**src/rtl/pipe_stall_ctrl.sv**
```systemverilog
// Pipeline stall/flush control: priority stall vector (comb), exception flush 1 cycle after excp_valid (deferred while MEM busy), sticky watchdog.
// STALL_PERF_CNT_EN adds the stall_cycles counter port.
module pipe_stall_ctrl #(
    parameter int unsigned  TIMEOUT_CYCLES = 1024,
    parameter logic [31:0]  RESET_PC       = 32'hBFC00000
) (
    input  logic        clk,
    input  logic        rst,
    input  logic        stallreq_if,
    input  logic        stallreq_id,
    input  logic        stallreq_ex,
    input  logic        stallreq_mem,
    input  logic        excp_valid,
    input  logic [31:0] excp_target,
    output logic [5:0]  stall,
    output logic        flush,
    output logic [31:0] new_pc,
    output logic        stall_timeout
`ifdef STALL_PERF_CNT_EN
    ,
    output logic [31:0] stall_cycles
`endif
);

    localparam logic [15:0] TIMEOUT_W = 16'(TIMEOUT_CYCLES);

    typedef enum logic [1:0] {RUN, PEND, FLUSH} state_t;

    state_t      state;
    logic [31:0] tgt;
    logic [15:0] wd_cnt;
    logic [5:0]  prio_stall;

    always_comb begin
        prio_stall = 6'b000000;
        if (stallreq_mem)
            prio_stall = 6'b011111;
        else if (stallreq_ex)
            prio_stall = 6'b001111;
        else if (stallreq_id)
            prio_stall = 6'b000111;
        else if (stallreq_if)
            prio_stall = 6'b000011;
    end

    always_comb begin
        stall = 6'b000000;
        case (state)
            RUN:     stall = prio_stall;
            PEND:    stall = 6'b011111;
            default: stall = 6'b000000;
        endcase
    end

    // flush/new_pc are loaded on the edge that enters FLUSH, so they track the state exactly.
    always_ff @(posedge clk or posedge rst) begin
        if (rst) begin
            state  <= RUN;
            flush  <= 1'b0;
            new_pc <= RESET_PC;
            tgt    <= 32'h0;
        end else begin
            flush <= 1'b0;
            case (state)
                RUN: begin
                    if (excp_valid) begin
                        tgt <= excp_target;
                        if (stallreq_mem) begin
                            state <= PEND;
                        end else begin
                            state  <= FLUSH;
                            flush  <= 1'b1;
                            new_pc <= excp_target;
                        end
                    end
                end
                PEND: begin
                    if (!stallreq_mem) begin
                        state  <= FLUSH;
                        flush  <= 1'b1;
                        new_pc <= tgt;
                    end
                end
                default: state <= RUN;
            endcase
        end
    end

    always_ff @(posedge clk or posedge rst) begin
        if (rst) begin
            wd_cnt        <= 16'd0;
            stall_timeout <= 1'b0;
        end else if (stall[0]) begin
            if (wd_cnt < TIMEOUT_W)
                wd_cnt <= wd_cnt + 16'd1;
            if (wd_cnt >= TIMEOUT_W - 16'd1)
                stall_timeout <= 1'b1;
        end else begin
            wd_cnt <= 16'd0;
        end
    end

`ifdef STALL_PERF_CNT_EN
    always_ff @(posedge clk or posedge rst) begin
        if (rst)
            stall_cycles <= 32'd0;
        else if (stall[0])
            stall_cycles <= stall_cycles + 32'd1;
    end
`endif

endmodule
```
**config.mk**
```make
export PLATFORM = sky130hd
export DESIGN_NAME = pipe_stall_ctrl
export DESIGN_NICKNAME = d
export VERILOG_FILES = /design/src/rtl/pipe_stall_ctrl.sv
export SDC_FILE = /design/constraint.sdc
export NUM_CORES = 1
export LEC_CHECK = 0
export CAP_MARGIN = 20
export CORE_ASPECT_RATIO = 2
export CORE_MARGIN = 5
export CORE_UTILIZATION = 54
export DETAILED_ROUTE_END_ITERATION = 8
export GPL_ROUTABILITY_DRIVEN = 0
export PLACE_DENSITY_LB_ADDON = 0.1
export SLEW_MARGIN = 5
export SYNTH_ARGS = -nofsm -noshare
export SYNTH_HDL_FRONTEND = slang
export SYNTH_SLANG_ARGS = --single-unit
```
**constraint.sdc**
```tcl
create_clock -name clk -period 5.8 [get_ports clk]
set_input_delay 1.16 -clock clk [delete_from_list [all_inputs] [get_ports clk]]
set_output_delay 1.16 -clock clk [all_outputs]
set_load 0.03 [all_outputs]
```
* After elaboration in Yosys (flattened, before gate mapping)
Cells that the tools add are included.
Widths: inputs -> output; s select.
** Storage, ports and cells
- Register bits after elaboration :: 84
- Output and inout port bits :: 40
** Operators by class
- Reduce and logical (&&, ||, !) cells :: 6
- $add $sub $neg :: 1
- Equal/unequal tests :: 5
- $lt $le $gt $ge :: 2
- Muxes and demuxes :: 18
** Operators with widths (number)
- $mux 32 :: 3
- $pmux 32 s2 :: 1
- $mux 16 :: 2
- $add 16x1->16 const B :: 1
- $ge 16x10->1 const B :: 1
- $lt 16x11->1 const B :: 1
- $pmux 6 s2 :: 1
- $mux 2 :: 4
- $ne 2x2->1 const B :: 3
- $reduce_and 2->1 :: 3
- $mux 5 :: 1
- $mux 4 :: 1
- $pmux 2 s2 :: 1
- $reduce_and 4->1 :: 1
- $mux 3 :: 1
- $eq 2x1->1 const B :: 1
- $logic_not 2->1 :: 1
- $mux 1 :: 2
- $ne 2x1->1 const B :: 1
- $pmux 1 s2 :: 1
- $reduce_bool 2->1 :: 1

* Depth between registers and ports, before layout
- Word-level depth :: 6
- Gate-level depth with buffers :: 6

* Least setup slack after synthesis
OpenSTA, ideal clock, no wires.
- Kind :: input to output
- Start :: input stallreq_ex
- End :: output stall[1]
- Path buffers :: 1
- Path slack :: 2.384 ns
- Arrival time :: 2.256 ns
- Stages on the path :: 5
- Data required time :: 4.640 ns
- Path through :: or4_1 > nor2_1 > or2_2 > inv_1 > buf_4
** Between the ends
- Longest elaborated chain between the ends :: 3
** Ends and longest elaborated chain
- start: declaration :: RTL line 11 : input logic stallreq_ex,
- $mux 4 :: RTL line 38 : else if (stallreq_ex)
- $mux 5 :: RTL line 36 : if (stallreq_mem)
- $pmux 6 s2 :: RTL line 48 : case (state)
- end: declaration :: RTL line 15 : output logic [5:0] stall,
Every way passes these cells.

* Worst setup path in the final report
- Start :: input stallreq_ex
- End :: output stall[0]
The elaborated chain is that of the path after synthesis.

==> impl_metrics.tcl <==
set metrics [dict create \
    grt_pass1_vias 2589 \
    worstMarginPinSlew_ns 0.638 \
    startpoint_type "input port" \
    die_w_um 67.6 \
    layout-drive-gt1-share_pct 17.2 \
    avgViaCountPerCell 5.19 \
    fmax_mhz 227 \
    dieArea_um2 8450 \
    die_h_um 125 \
    n_fill_cell 512 \
    cp.required_ns 4.64 \
    grt_max_degree 67 \
    post_synth_num_cell_types 34 \
    power.leakage_nw 2.01 \
    antenna_found_initial 0 \
    clockBufferDepth 2 \
    post-route-util_pct 71.8 \
    netlist.area_leader.share_pct 52.4 \
    post-dp-hpwl_um 4880 \
    crit_fanout 12 \
    initial_core_util_pct 54.5 \
    synth-warning-count 0 \
    drtIter0Drc 153 \
    row_count 42 \
    syn_inst 300 \
    core_area_um2 6570 \
    wl_per_cell_um 15.4 \
    io_buffers 77 \
    finalHoldViolCount 0 \
    syn_area_per_cell_um2 11.9 \
    root_buffer "clkbuf_16" \
    synth_fp_nets 340 \
    critPathKind "in -> out" \
    syn_area_um2 3580 \
    ctsResizeCount 0 \
    report.final.slew_viol_count 0 \
    first_pass_iters 5 \
    post-cts-setup-buffers 0 \
    cts_sinks 84 \
    powerDensity_nw_per_um2 362 \
    final_nets 415 \
    clock_skew_ns 0.00368 \
    path_clk_slew_ns 0.06 \
    drv_cap 0 \
    syn2layout_area_growth_pct 31.7 \
    cts_buffers 9 \
    outcome "completed" \
    setup_violations 0 \
    synth.ff_latch_count 84 \
    drc 0 \
    finalSetupTns_ns 0 \
    postCtsHoldBufs 0 \
    min_path_type "reg -> reg" \
    dpl.cell_count 451 \
    endpoint_kind "primary output" \
    synth.yosys.seq_area_share_pct 59.1 \
    ir_drop_v 0.000243 \
    min_period_ns 4.41 \
    grt_pass1_wl_um 12100 \
    ant_nets 0 \
    clk-insertion-delay-late_ns 0.33 \
    cts_tree "yes" \
    synth_top_area_cell "dfrtp_1" \
    grtUsageTotal_pct 18.9 \
    antenna_cells 0 \
    stdcell_count 467 \
    rsz0062_at_grt "false" \
    overflow 0 \
    wirelength_um 7180 \
    htreeDepth 3 \
    io_pins 79 \
    slew_headroom_pct 57.4 \
    critical_path_arrival_ns 3.25 \
    synthTopCellsByArea "dfrtp_1 (52%), mux2_2 (10%), mux2i_1 (9.2%)" \
    vias 2425 \
    finalCritPeriodShare_pct 76.0 \
]
where the power goes:
group | total (mW) | internal (mW) | switching [mW]
registers | 0.762 | 0.700 | 0.0617
clock network | 0.517 | 0.310 | 0.208
logic | 0.427 | 0.199 | 0.228
total | 1.71 | 1.21 | 0.498
area by class of cell:
cell class	count	area, um2	share of cell area, %
well taps	88	110	2.34
clock inverters	2	10.0	0.212
clock buffers	13	260	5.52
multi-input cells	194	1390	29.4
repair buffers	81	813	17.3
flip-flops and latches	84	2110	44.8
inverters	5	20.0	0.425
worst paths after layout:
kind | slack (ns) | start | end | cells past startpoint
max | 1.39 | stallreq_ex | stall[0] | 6
min | 0.47 | stall_timeout$_DFFE_PP0P_ | stall_timeout$_DFFE_PP0P_ | 1
max reg2reg | 3.71 | wd_cnt[10]$_DFFE_PP0P_ | wd_cnt[9]$_DFFE_PP0P_ | 4
min reg2reg | 0.47 | stall_timeout$_DFFE_PP0P_ | stall_timeout$_DFFE_PP0P_ | 1
max in group asynchronous | 3.55 | rst | wd_cnt[10]$_DFFE_PP0P_ | 3
min in group asynchronous | 1.22 | rst | new_pc[4]$_DFFE_PP0P_ | 2
critical path: stages:
cell	delay (ns)
clkdlybuf4s50_1	0.43
or4_1	0.53
nor2_1	0.09
or2_2	0.25
inv_1	0.16
clkdlybuf4s50_1	0.62
state kept, by name, summed over array words and instances (netlist names):
register and cells:
flush 1, new_pc 32, stall_timeout 1, state 2, tgt 32, wd_cnt 16
Yosys cell counts (all sizes together):
library cell and number:
dfrtp 75, nand2 34, mux2i 33, o21ai 33
mux2 32, nor2 13, clkbuf 12, dfstp 9
and2 7, nand3 7, a21oi 5, buf 5
inv 5, or4 4, xor2 4, o31ai 3
and3 2, nand2b 2, nor2b 2, nor3 2
a21o 1, conb 1, ha 1, nand4 1
nor3b 1, nor4 1, o21bai 1, or2 1
or3 1, or4b 1, xnor2 1
cell families (layout without fill, tap and decap cells):
family / count (synthesis) / in the layout / share of synthesized area [%]
adder cells (fa/ha/maj): 1 / 1 / 0.350
buffers and inverters: 22 / 101 / 2.59
flip-flops: 84 / 84 / 59.1
other: 1 / 1 / 0.105
AND/OR/NAND/NOR: 79 / 79 / 11.0
XOR/XNOR: 5 / 5 / 1.22
multiplexers: 65 / 65 / 19.3
AO/OA/AOI/OAI: 43 / 43 / 6.36
cells in the final DEF (no fill, tap or decap), types with 4 or more instances in the layout:
cell and instances:
a21oi_1 5, and2_1 6, clkbuf_16 9, clkdlybuf4s50_1 77, dfrtp_1 75, dfstp_2 9
inv_1 4, mux2_2 32, mux2i_1 33, nand2_1 34, nand3_1 7, nor2_1 13
o21ai_0 33, or4_1 4, xor2_1 4
routing by layer:
metal / global-route usage (%) / vias to the layer above / wire length (um) / part of all wire (%)
met5: 0 / - / 0 / 0
met4: 8.49 / 0 / 119 / 1.7
met3: 4.13 / 6 / 315 / 4.4
met2: 32.3 / 49 / 3880 / 54
met1: 21.9 / 1187 / 2870 / 40
li1: - / 1183 / - / -
through the flow:
stage | instance area (um2) | setup slack (ns) | power [mW] | hold slack, ns
after global routing | 4710 | 1.26 | 1.79 | 0.489
after CTS | 4690 | 1.37 | 1.72 | 0.481
after floorplan | 3580 | 2.38 | 1.02 | 0.478
after detailed placement | 4420 | 1.38 | 1.20 | 0.472
final | 4710 | 1.39 | 1.71 | 0.472
after global placement | 4420 | 1.43 | 1.19 | 0.463
(Power assumes the default switching activity.)
